### src/rtl/uart_pkg.sv
// uart_pkg: shared definitions for the UART transmitter slice.
//   tx_state_t    - transmitter FSM state encoding
//   PARITY_*      - parity-mode constants for the PARITY parameter
//   frame_len()   - frame length in clk cycles for a given configuration
package uart_pkg;

  typedef enum logic [2:0] {
    S_IDLE,
    S_START,
    S_DATA,
    S_PARITY,
    S_STOP
  } tx_state_t;

  localparam int PARITY_NONE = 0;
  localparam int PARITY_ODD  = 1;
  localparam int PARITY_EVEN = 2;

  function automatic int frame_len(input int data_bits, input int parity,
                                   input int stop_bits, input int clks_per_bit);
    return (1 + data_bits + ((parity != PARITY_NONE) ? 1 : 0) + stop_bits) * clks_per_bit;
  endfunction

endpackage

### src/rtl/uart_tx_fifo.sv
// uart_tx_fifo: synchronous show-ahead FIFO used as the transmit word buffer.
// Pointers carry one extra MSB so full and empty are distinguished on wrap.
// Ports:
//   clk, reset       - rising-edge clock, asynchronous active-high reset
//   wr_en, wr_data   - push (taken when not full, or when popping the same cycle)
//   rd_en            - pop (taken when not empty)
//   rd_data          - head word, valid while !empty
//   full, empty      - occupancy flags
module uart_tx_fifo #(
  parameter int WIDTH = 8,
  parameter int DEPTH = 4
) (
  input  logic             clk,
  input  logic             reset,
  input  logic             wr_en,
  input  logic [WIDTH-1:0] wr_data,
  input  logic             rd_en,
  output logic [WIDTH-1:0] rd_data,
  output logic             full,
  output logic             empty
);

  localparam int AW = $clog2(DEPTH);

  logic [AW:0]      wr_ptr;
  logic [AW:0]      rd_ptr;
  logic [WIDTH-1:0] mem [DEPTH];
  logic             do_wr;
  logic             do_rd;

  assign empty   = (wr_ptr == rd_ptr);
  assign full    = (wr_ptr[AW] != rd_ptr[AW]) && (wr_ptr[AW-1:0] == rd_ptr[AW-1:0]);
  assign rd_data = mem[rd_ptr[AW-1:0]];
  // A push into a full FIFO is legal when the head is popped on the same edge.
  assign do_wr   = wr_en && (!full || rd_en);
  assign do_rd   = rd_en && !empty;

  always_ff @(posedge clk or posedge reset) begin
    if (reset) begin
      wr_ptr <= '0;
      rd_ptr <= '0;
    end else begin
      if (do_wr) wr_ptr <= wr_ptr + (AW+1)'(1);
      if (do_rd) rd_ptr <= rd_ptr + (AW+1)'(1);
    end
  end

  always_ff @(posedge clk) begin
    if (do_wr) mem[wr_ptr[AW-1:0]] <= wr_data;
  end

endmodule

### src/rtl/uart_tx_cfg.sv
// uart_tx_cfg: configurable UART transmitter.
// Frame: start bit, DATA_BITS data bits LSB first, optional parity bit,
// STOP_BITS stop bits, each held for CLKS_PER_BIT cycles.
// Build option: define UART_TX_FIFO_EN to buffer words in a FIFO_DEPTH-entry
// FIFO (uart_tx_fifo); otherwise a single holding register is used.
// Ports:
//   clk      - rising-edge clock
//   reset    - asynchronous active-high reset
//   e_i      - write strobe
//   d_i      - payload, taken when e_i && ready_o
//   ready_o  - a write is accepted this cycle
//   tx_o     - registered serial line, idles high
//   busy_o   - registered, high while a frame is on the line
module uart_tx_cfg
  import uart_pkg::*;
#(
  parameter int CLKS_PER_BIT = 4,
  parameter int DATA_BITS    = 8,
  parameter int PARITY       = 0,
  parameter int STOP_BITS    = 1,
  parameter int FIFO_DEPTH   = 4
) (
  input  logic                 clk,
  input  logic                 reset,
  input  logic                 e_i,
  input  logic [DATA_BITS-1:0] d_i,
  output logic                 ready_o,
  output logic                 tx_o,
  output logic                 busy_o
);

  localparam int TW = $clog2(CLKS_PER_BIT) + 1;
  localparam int IW = $clog2(DATA_BITS);

  if (CLKS_PER_BIT < 2 || DATA_BITS < 5 || DATA_BITS > 9 || PARITY < 0 || PARITY > 2 ||
      STOP_BITS < 1 || STOP_BITS > 2 || FIFO_DEPTH < 2 ||
      (FIFO_DEPTH & (FIFO_DEPTH - 1)) != 0) begin : g_bad_cfg
    $error("uart_tx_cfg: illegal parameter combination");
  end

  tx_state_t            state;
  logic [TW-1:0]        timer;
  logic [IW-1:0]        bit_idx;
  logic [DATA_BITS-1:0] shreg;
  logic                 par_bit;

  logic                 bit_end;
  logic                 frame_end;
  logic                 launch;
  logic                 wr_acc;
  logic                 bypass;
  logic                 push;
  logic                 pop;
  logic                 start_next;
  logic                 store_empty;
  logic                 store_full;
  logic [DATA_BITS-1:0] store_head;
  logic [DATA_BITS-1:0] next_word;

  function automatic logic calc_parity(input logic [DATA_BITS-1:0] w);
    return (PARITY == PARITY_EVEN) ? ^w : ~^w;
  endfunction

  // A new frame can be launched when idle or on the last stop cycle. The
  // oldest stored word goes first; with storage empty, an incoming write
  // bypasses storage so the start bit follows the write by one cycle.
  assign bit_end    = (timer == TW'(CLKS_PER_BIT - 1));
  assign frame_end  = (state == S_STOP) && bit_end && (bit_idx == IW'(STOP_BITS - 1));
  assign launch     = (state == S_IDLE) || frame_end;
  assign ready_o    = !store_full || (launch && !store_empty);
  assign wr_acc     = e_i && ready_o;
  assign bypass     = launch && store_empty && wr_acc;
  assign push       = wr_acc && !bypass;
  assign pop        = launch && !store_empty;
  assign start_next = pop || bypass;
  assign next_word  = store_empty ? d_i : store_head;

`ifdef UART_TX_FIFO_EN
  uart_tx_fifo #(
    .WIDTH (DATA_BITS),
    .DEPTH (FIFO_DEPTH)
  ) u_fifo (
    .clk     (clk),
    .reset   (reset),
    .wr_en   (push),
    .wr_data (d_i),
    .rd_en   (pop),
    .rd_data (store_head),
    .full    (store_full),
    .empty   (store_empty)
  );
`else
  logic                 hold_valid;
  logic [DATA_BITS-1:0] hold_data;

  always_ff @(posedge clk or posedge reset) begin
    if (reset) begin
      hold_valid <= 1'b0;
      hold_data  <= '0;
    end else if (push) begin
      hold_valid <= 1'b1;
      hold_data  <= d_i;
    end else if (pop) begin
      hold_valid <= 1'b0;
    end
  end

  assign store_empty = !hold_valid;
  assign store_full  = hold_valid;
  assign store_head  = hold_data;
`endif

  always_ff @(posedge clk or posedge reset) begin
    if (reset) begin
      state   <= S_IDLE;
      timer   <= '0;
      bit_idx <= '0;
      shreg   <= '0;
      par_bit <= 1'b0;
      tx_o    <= 1'b1;
      busy_o  <= 1'b0;
    end else begin
      if (state != S_IDLE) timer <= bit_end ? '0 : timer + TW'(1);
      unique case (state)
        S_IDLE: begin
          if (start_next) begin
            state   <= S_START;
            shreg   <= next_word;
            par_bit <= calc_parity(next_word);
            tx_o    <= 1'b0;
            busy_o  <= 1'b1;
          end
        end
        S_START: begin
          if (bit_end) begin
            state   <= S_DATA;
            bit_idx <= '0;
            tx_o    <= shreg[0];
            shreg   <= shreg >> 1;
          end
        end
        S_DATA: begin
          if (bit_end) begin
            if (bit_idx == IW'(DATA_BITS - 1)) begin
              bit_idx <= '0;
              if (PARITY != PARITY_NONE) begin
                state <= S_PARITY;
                tx_o  <= par_bit;
              end else begin
                state <= S_STOP;
                tx_o  <= 1'b1;
              end
            end else begin
              bit_idx <= bit_idx + IW'(1);
              tx_o    <= shreg[0];
              shreg   <= shreg >> 1;
            end
          end
        end
        S_PARITY: begin
          if (bit_end) begin
            state <= S_STOP;
            tx_o  <= 1'b1;
          end
        end
        S_STOP: begin
          if (bit_end) begin
            if (bit_idx != IW'(STOP_BITS - 1)) begin
              bit_idx <= bit_idx + IW'(1);
            end else if (start_next) begin
              state   <= S_START;
              bit_idx <= '0;
              shreg   <= next_word;
              par_bit <= calc_parity(next_word);
              tx_o    <= 1'b0;
            end else begin
              state   <= S_IDLE;
              bit_idx <= '0;
              tx_o    <= 1'b1;
              busy_o  <= 1'b0;
            end
          end
        end
        default: state <= S_IDLE;
      endcase
    end
  end

endmodule

### config.mk
export PLATFORM = sky130hd
export DESIGN_NAME = uart_tx_cfg
export DESIGN_NICKNAME = d
export VERILOG_FILES = /design/src/rtl/uart_pkg.sv /design/src/rtl/uart_tx_fifo.sv /design/src/rtl/uart_tx_cfg.sv
export SDC_FILE = /design/constraint.sdc
export NUM_CORES = 1
export LEC_CHECK = 0
export ABC_CLOCK_PERIOD_IN_PS = 4600
export CAP_MARGIN = 0
export CORE_MARGIN = 4
export CORE_UTILIZATION = 25
export CTS_CLUSTER_SIZE = 16
export DETAILED_ROUTE_END_ITERATION = 10
export GPL_TIMING_DRIVEN = 0
export PLACE_DENSITY = 0.51
export SYNTH_ARGS = -nofsm -noshare
export SYNTH_HDL_FRONTEND = slang
export SYNTH_SLANG_ARGS = --single-unit
### constraint.sdc
create_clock -name clk -period 4.6 [get_ports clk]
set_input_delay 0.69 -clock clk [delete_from_list [all_inputs] [get_ports clk]]
set_output_delay 0.69 -clock clk [all_outputs]
set_load 0.005 [all_outputs]
== After elaboration in Yosys (flattened, before gate mapping) ==
Cells that the tools add are included.

* Word-level logic and storage cells: 91
* Output and inout bits: 3
* Bits in registers: 28

* $add $sub $neg: 2
* Equal/unequal tests: 15
* Multiplexer cells: 40
* Reductions and logical operators: 26

{| class="wikitable"
|+ Operator list
! kind !! number
|-
| two-way mux 8 bit || 7
|-
| two-way mux 3 bit || 13
|-
| case mux 8 bit (4 select lines) || 1
|-
| inequality test 2 bit (second input constant) || 9
|-
| two-way mux 1 bit || 15
|-
| case mux 3 bit (5 select lines) || 1
|-
| AND reduction 7 bit || 2
|-
| == test 3 x 2 -> 1 bit (second input constant) || 3
|-
| case mux 3 bit (3 select lines) || 1
|-
| nonzero test 3 bit || 3
|-
| logical AND 1 bit || 7
|-
| adder 3 x 1 -> 3 bit (second input constant) || 2
|-
| == test 3 bit (second input constant) || 2
|-
| zero test 3 bit || 2
|-
| AND reduction 6 bit || 1
|-
| case mux 1 bit (5 select lines) || 1
|-
| AND reduction 5 bit || 1
|-
| nonzero test 5 bit || 1
|-
| AND reduction 4 bit || 1
|-
| nonzero test 2 bit || 2
|-
| nonzero test 4 bit || 1
|-
| == test 3 x 1 -> 1 bit (second input constant) || 1
|-
| logical OR 1 bit || 3
|-
| zero test 1 bit || 2
|-
| case mux 1 bit (2 select lines) || 1
|}

== Longest topological paths before layout ==
Gate-level depths: netlist (run 1).

* Depth in word-level cells: 13
* Mapped depth: 6
* Mapped depth without buffers: 6

== Worst setup path before layout (run 1) ==
Ideal clock, no wire load.

* Path type: register to register
* Start point: register bit_idx[0]
* End point: register shreg[1]
* Library setup time: 0.125 ns
* Buffers on the path: 0
* Stages on the path, launching flop included: 7
* Data required time: 4.475 ns
* Setup slack: 2.715 ns
* Arrival time: 1.760 ns
* Cells stage by stage: dfrtp_1 inv_1 ha_1 nand4bb_1 a211oi_1 o221ai_4 mux2_4

* Cells in the longest elaborated chain, start to end: 12
* Elaborated cells on any way between the ends: 18

{| class="wikitable"
|+ Ends and longest elaborated chain
! item !! line !! RTL
|-
| from (decl) || uart_tx_cfg.sv:43 || <nowiki>logic [IW-1:0] bit_idx;</nowiki>
|-
| from (signal assigned) || uart_tx_cfg.sv:154 || <nowiki>bit_idx <= bit_idx + IW'(1);</nowiki>
|-
| from (signal assigned) || uart_tx_cfg.sv:169 || <nowiki>bit_idx <= bit_idx + IW'(1);</nowiki>
|-
| zero test 3 bit || uart_tx_cfg.sv:68 || <nowiki>assign frame_end = (state == S_STOP) && bit_end && (bit_idx == IW'(STOP_BITS - 1));</nowiki>
|-
| logical AND 1 bit || uart_tx_cfg.sv:68 ||
|-
| logical OR 1 bit || uart_tx_cfg.sv:69 || <nowiki>assign launch = (state == S_IDLE) || frame_end;</nowiki>
|-
| logical AND 1 bit || uart_tx_cfg.sv:70, uart_tx_cfg.sv:74 ||
|-
| logical OR 1 bit || uart_tx_cfg.sv:70 || <nowiki>assign ready_o = !store_full || (launch && !store_empty);</nowiki>
|-
| logical AND 1 bit || uart_tx_cfg.sv:71 || <nowiki>assign wr_acc = e_i && ready_o;</nowiki>
|-
| logical AND 1 bit || uart_tx_cfg.sv:72 || <nowiki>assign bypass = launch && store_empty && wr_acc;</nowiki>
|-
| logical OR 1 bit || uart_tx_cfg.sv:75 || <nowiki>assign start_next = pop || bypass;</nowiki>
|-
| two-way mux 8 bit (3 in a row) || - ||
|-
| case mux 8 bit (4 select lines) || - ||
|-
| to (signal assigned) || uart_tx_cfg.sv:128 || <nowiki>shreg <= next_word;</nowiki>
|-
| to (signal assigned) || uart_tx_cfg.sv:139 || <nowiki>shreg <= shreg >> 1;</nowiki>
|-
| to (signal assigned) || uart_tx_cfg.sv:156 || <nowiki>shreg <= shreg >> 1;</nowiki>
|-
| to (decl) || uart_tx_cfg.sv:44 || <nowiki>logic [DATA_BITS-1:0] shreg;</nowiki>
|}

Several ways; a longest one is shown, not always the timed one. The select of a mux whose other input is x is not followed.
A chain may end at the register's enable or synchronous reset.

== Worst setup path in the final report (run 1) ==
* Start point: register bit_idx[0]
* End point: output ready_o

* Cells in the longest elaborated chain, start to end: 5

{| class="wikitable"
|+ Ends and longest elaborated chain
! item !! line !! RTL
|-
| zero test 3 bit || uart_tx_cfg.sv:68 ||
|-
| logical AND 1 bit || uart_tx_cfg.sv:68 ||
|-
| logical OR 1 bit || uart_tx_cfg.sv:69 ||
|-
| logical AND 1 bit || uart_tx_cfg.sv:70 ||
|-
| logical OR 1 bit || uart_tx_cfg.sv:70 ||
|-
| to (decl) || uart_tx_cfg.sv:27 || <nowiki>output logic ready_o,</nowiki>
|}

Every way passes these cells.

==> impl_metrics.ini, run 1 <==
[cts]
htree_levels = 1
cts_tree = built
cts_root_buf = sky130_fd_sc_hd__clkbuf_8
number_of_setup_buffers_added_after_cts = 0
clock_pin_slew_on_the_worst_setup_and_hold_paths_ns = 0.10
post_cts_hold_buffer_count = 0
cts_buffer_depth = 2
clock-sinks = 28
post_cts_resized = 0
clock_latency_ns = 0.28
cts_inserted_buffers = 3

[die]
floorplan.io_pins = 14
chipHeight_um = 90.3
placementRows = 29
placeable_core_region_um2 = 6460
initial_utilization_pct = 26.2
dieArea_um2 = 8150
fp.dieW_um = 90.3

[yosys]
synth_area_per_cell_um2 = 10.5
synth-seq-cells = 28
synth_async_sr_flop_share_pct = 100
synth_cell_type_count = 46
synth.top_cell.area_share_pct = 39.9
synth_top_cell_by_area = sky130_fd_sc_hd__dfrtp_1
ys_top_cells_by_area = sky130_fd_sc_hd__dfrtp_1 (40%), sky130_fd_sc_hd__mux2_4 (11%), sky130_fd_sc_hd__mux2i_1 (7.1%), sky130_fd_sc_hd__a21oi_1 (4.1%), sky130_fd_sc_hd__ha_1 (3.0%)
synth_edf_count = 0
mappedNetlistNets = 176
synthesis.yosys.warnings = 0
yosysSeqAreaShare_pct = 41.5
postSynth.topFlopCell = sky130_fd_sc_hd__dfrtp_1
netlist_instances = 161
syn-cell-area_um2 = 1690

[place]
gpl.final_weighted_congestion = 0.810
dpl.hpwl_um = 2470
io_buffers = 13

[routing]
detail_route.drc_violations = 0
detailedRoute.firstIterationViolations = 76
ant_nets = 0
post_drt_wl_per_cell_um = 13.5
via_count = 1239
vias_per_cell = 4.86
totalWireLength_um = 3450
drtPass1Iterations = 4

[layout]
most-common-layout-cells = sky130_fd_sc_hd__dfrtp_1 (27), sky130_fd_sc_hd__a21oi_1 (14), sky130_fd_sc_hd__clkdlybuf4s50_1 (13)
layout_cells_sized_above_1_pct = 15.7
finalCoreUtilization_pct = 30.8
syn_to_final_growth_pct = 17.6
antenna_cells = 0
mostFrequentLayoutCell = sky130_fd_sc_hd__dfrtp_1
post_layout_nets = 194

[power]
p_clk_share_pct = 13.4
switching_share_pct = 38.8
pwr_density_cell_nw_per_um2 = 746
power_leakage_nw = 0.897
share_seq_of_total_power_pct = 28.4
vdd_drop_max_uv = 267
share_comb_of_total_power_pct = 58.2
total_switching_power_mw = 0.576
p_int_mw = 0.909

[global_routing]
global_route.usage.total_pct = 9.34
antenna_found_initial = 0
grt_first_pass_wirelength_um = 6330
grt_start_max_net_pins = 29
gr-total-overflow = 0
grt_pass1_vias = 1283

[critical_path]
element_type_at_the_critical_path_end = primary output
critPathMaxFanout = 4
crit_slowest_cell = sky130_fd_sc_hd__clkdlybuf4s50_1
worst-endpoint-required_ns = 3.91
worstSetupStartpointType = flop
worst-r2r-setup-slack_ns = 2.44
slowest_delay_ns = 0.50
arrival_ns = 2.14
start_to_end_type_of_the_worst_setup_path = flop to primary output
path_cells = inv_1, ha_1, nand4bb_1, a21o_4, nand2_1, clkdlybuf4s50_1

[timing]
accumulated_negative_setup_slack_ns = 0
report.final.slew_viol_count = 0
fin_crit_sh_pct = 61.5
setup_viol = 0
tightestPinTransition_ns = 1.10
rsz0062_at_grt = no
worst_slew_margin_rel_pct = 26.4
timing.clock.skew_ns = 0.00315
max_clk_rate_mhz = 353
finalWorstPathRequiredPeriod_ns = 2.83
hold_viol = 0

[worst_hold_path]
holdCritPathClass = flop to flop

[job]
max-cap-violations = 0

[status]
outcome = completed
## power by group through the flow
| stage | Combinational [mW] | Sequential [mW] | Clock [mW] |
|---|---|---|---|
| floorplan | 0.705 | 0.412 | 0 |
| global placement | 0.869 | 0.428 | 0 |
| detailed placement | 0.867 | 0.426 | 0 |
| CTS | 0.872 | 0.424 | 0.205 |
| global route | 0.964 | 0.440 | 0.215 |
| finish | 0.864 | 0.423 | 0.199 |
## synth_stat cells (2+ instances only)
library cell               count
sky130_fd_sc_hd__dfrtp_1      27
sky130_fd_sc_hd__a21oi_1      14
sky130_fd_sc_hd__mux2_4       12
sky130_fd_sc_hd__mux2i_1      12
sky130_fd_sc_hd__inv_1        11
sky130_fd_sc_hd__nor2_1       11
sky130_fd_sc_hd__nand2_1       9
sky130_fd_sc_hd__o21ai_0       6
sky130_fd_sc_hd__nand3_1       5
sky130_fd_sc_hd__buf_2         4
sky130_fd_sc_hd__ha_1          4
sky130_fd_sc_hd__clkbuf_1      3
sky130_fd_sc_hd__nand2b_1      3
sky130_fd_sc_hd__o32ai_1       3
sky130_fd_sc_hd__a211oi_1      2
sky130_fd_sc_hd__a221oi_1      2
sky130_fd_sc_hd__a31oi_1       2
sky130_fd_sc_hd__buf_6         2
sky130_fd_sc_hd__nor3_1        2
## flip-flops by register name, indices dropped and copies added (netlist names)
| signal | flops |
|---|---|
| tx_o | 1 |
| busy_o | 1 |
| shreg | 8 |
| hold_valid | 1 |
| hold_data | 8 |
| timer | 3 |
| bit_idx | 3 |
| state | 3 |
## cell type report
type	count	area, um^2
clock buffers	3	41.3
clock inverters	1	30.0
well taps	77	96.3
multi-input cells	111	888
flip-flops and latches	28	702
plain buffers	10	57.6
fillers	677	4470
repair buffers	13	130
inverters	12	45.0
## final timing paths
| path | start | endpoint | cells after the start |
|---|---|---|---|
| worst max-delay path | bit_idx[0] | ready_o | 6 |
| worst min-delay path | timer[1] | timer[1] | 2 |
| worst max register to register | bit_idx[0] | hold_data[2] | 6 |
| worst min register to register | timer[1] | timer[1] | 2 |
| max in group asynchronous | reset | shreg[0] | 2 |
| min in group asynchronous | reset | hold_data[7] | 2 |
## per-stage QoR
stage          cell area, um^2  hold slack [ns]  std cells  setup slack (ns)  total power [mW]
3_3_place_gp              1920            0.479        251              2.09              1.30
5_1_grt                   1990            0.538        255              1.61              1.62
2_1_floorplan             1690            0.454        161              2.71              1.12
3_5_place_dp              1920            0.480        251              2.09              1.29
4_1_cts                   1990            0.505        255              1.76              1.50
6_report                  1990            0.499        255              1.77              1.49
## critical path: cells and delay by family, from the launching register on
| kind | cells | cell delay (ns) |
|---|---|---|
| compound gates | 1 | 0.33 |
| fa+ha+maj | 1 | 0.18 |
| buf+inv | 2 | 0.60 |
| flops | 1 | 0.42 |
| simple gates | 2 | 0.33 |
## metal layers
metal	wire length, um	track usage, %
met3	112	1.33
met2	1490	14.5
met1	1780	13.1
met4	59	3.70
met5	0	0
## kinds of logic after synthesis
kind of cell             count (synthesis)  synth area share (%)
adder cells (fa/ha/maj)                  5                  3.55
multiplexers                            26                  19.7
buffers and inverters                   22                  6.06
XOR/XNOR                                 1                 0.961
flip-flops                              28                  41.5
AO/OA/AOI/OAI                           42                  17.6
AND/OR/NAND/NOR                         37                  10.6
(Power assumes the default switching activity.)
==> run 2: changes to the inputs <==
--- a/config.mk
+++ b/config.mk
@@ -5,7 +5,7 @@
 export SDC_FILE = /design/constraint.sdc
 export NUM_CORES = 1
 export LEC_CHECK = 0
-export ABC_CLOCK_PERIOD_IN_PS = 4600
+export ABC_CLOCK_PERIOD_IN_PS = 2900
 export CAP_MARGIN = 0
 export CORE_MARGIN = 4
 export CORE_UTILIZATION = 25
==> constraint.sdc (replaced) <==
create_clock -name clk -period 2.9 [get_ports clk]
set_input_delay 0.435 -clock clk [delete_from_list [all_inputs] [get_ports clk]]
set_output_delay 0.435 -clock clk [all_outputs]
set_load 0.005 [all_outputs]
==> results of run 2 <==
The final DEF is identical to that of run 1. Status: completed.
Among the figures that moved: setup slack after placement 2.09 ns -> 0.648 ns; setup slack after layout 1.77 ns -> 0.324 ns; register-to-register setup slack 2.44 ns -> 0.74 ns; total power 1.49 mW -> 2.36 mW; worst IR drop on VDD 267 uV -> 424 uV
==> run 3: changes to the inputs <==
--- a/config.mk
+++ b/config.mk
@@ -5,8 +5,10 @@
 export SDC_FILE = /design/constraint.sdc
 export NUM_CORES = 1
 export LEC_CHECK = 0
+export ABC_AREA = 0
 export ABC_CLOCK_PERIOD_IN_PS = 2900
 export CAP_MARGIN = 0
+export CORE_ASPECT_RATIO = 1.5
 export CORE_MARGIN = 4
 export CORE_UTILIZATION = 25
 export CTS_CLUSTER_SIZE = 16
==> impl_metrics.ini, run 3 (synthesis gave the netlist of run 1 again) <==
[timing]
accumulated_negative_setup_slack_ns = 0
finalWorstPathRequiredPeriod_ns = 2.59
worst_slew_margin_rel_pct = 25.4
setup_viol = 0
whs_ns = 0.499
hold_viol = 0
report.final.slew_viol_count = 0
rsz0062_at_grt = no
max_clk_rate_mhz = 387
final_ws_setup_ns = 0.314
fin_crit_sh_pct = 89.2
tightestPinTransition_ns = 1.12
timing.clock.skew_ns = 0.00403

[die]
placementRows = 36
floorplan.io_pins = 14
initial_utilization_pct = 25.9
fp.dieW_um = 75.2
dieArea_um2 = 8180
placeable_core_region_um2 = 6530
chipHeight_um = 109

[cts]
cts_root_buf = sky130_fd_sc_hd__clkbuf_8
clock_pin_slew_on_the_worst_setup_and_hold_paths_ns = 0.10
htree_levels = 1
number_of_setup_buffers_added_after_cts = 0
clock_latency_ns = 0.27
post_cts_resized = 0
post_cts_hold_buffer_count = 0
cts_buffer_depth = 2
cts_inserted_buffers = 3
clock-sinks = 28
cts_tree = built

[global_routing]
grt_pass1_vias = 1332
grt_first_pass_wirelength_um = 6390
gr-total-overflow = 0
grt_start_max_net_pins = 29
global_route.usage.total_pct = 9.96
antenna_found_initial = 0

[place]
pre_cts_slack_ns = 0.596
detailed_place.area_um2 = 1920
dpl.hpwl_um = 2670
io_buffers = 13
gpl.final_weighted_congestion = 0.750

[layout]
syn_to_final_growth_pct = 17.5
antenna_cells = 0
post_layout_nets = 194
layout_top_registers = hold_data x8, shreg x8
finalCoreUtilization_pct = 30.5
final_area_um2 = 1990
layout_cells_sized_above_1_pct = 15.7
mostFrequentLayoutCell = sky130_fd_sc_hd__dfrtp_1
most-common-layout-cells = sky130_fd_sc_hd__dfrtp_1 (27), sky130_fd_sc_hd__a21oi_1 (14), sky130_fd_sc_hd__clkdlybuf4s50_1 (13)

[critical_path]
element_type_at_the_critical_path_end = primary output
beginning_of_the_worst_register_to_register_path = bit_idx[0]
arrival_ns = 2.15
worst-endpoint-required_ns = 2.47
critPathMaxFanout = 4
critical_path.reg2reg.endpoint = shreg[7]
worst-r2r-setup-slack_ns = 0.69
start_to_end_type_of_the_worst_setup_path = flop to primary output
worstRegToRegCells = 6
worstSetupStartpointType = flop

[job]
max-cap-violations = 0

[routing]
vias_per_cell = 5.04
drtPass1Iterations = 4
detail_route.drc_violations = 0
post_drt_wl_per_cell_um = 14.7
totalWireLength_um = 3740
detailedRoute.firstIterationViolations = 44
ant_nets = 0
via_count = 1280

[worst_hold_path]
hold-path-cell-count = 2
holdCritPathClass = flop to flop
min_delay_worst_endpoint = timer[1]
worst_hold_startpoint = timer[1]

[power]
pwr_density_cell_nw_per_um2 = 1190
vdd_drop_max_uv = 542
power_leakage_nw = 0.897

[status]
outcome = completed
[run 3: worst max-delay path, cell delays in order (launching register included)]
cell and delay, ns:
sky130_fd_sc_hd__dfrtp_1 0.43, sky130_fd_sc_hd__inv_1 0.11, sky130_fd_sc_hd__ha_1 0.18, sky130_fd_sc_hd__nand4bb_1 0.27
sky130_fd_sc_hd__a21o_4 0.33, sky130_fd_sc_hd__nand2_1 0.07, sky130_fd_sc_hd__clkdlybuf4s50_1 0.50
[run 3: per-layer routing]
metal | track usage [%] | share of wire (%)
met1 | 12.0 | 41
met2 | 17.8 | 54
met3 | 1.11 | 3.1
met4 | 3.62 | 1.5
met5 | 0 | 0
[run 3: worst max-delay path by stage]
stage                    end       start  slack (ns)
floorplan           shreg[1]  bit_idx[0]        1.01
global placement     ready_o  bit_idx[0]        0.62
detailed placement  shreg[6]         e_i        0.60
CTS                  ready_o  bit_idx[0]        0.28
global route         ready_o  bit_idx[0]        0.20
finish               ready_o  bit_idx[0]        0.31
[run 3: where the power goes]
group	switching [mW]	internal, mW
clock	0.125	0.185
sequential	0.102	0.570
combinational	0.692	0.688
[run 3: area by class of cell]
type                            instances  area (um^2)
Multi-Input combinational cell        111          888
Clock inverter                          1         30.0
Clock buffer                            3         41.3
Sequential cell                        28          702
Fill cell                             641         4540
Inverter                               12         45.0
Timing Repair Buffer                   13          130
Buffer                                 10         57.6
Tap cell                               76         95.1
[run 3: stage by stage]
stage	instances	power, mW
after floorplan	161	1.77
after global placement	250	2.06
after detailed placement	250	2.07
after CTS	254	2.40
after global routing	254	2.56
final	254	2.36
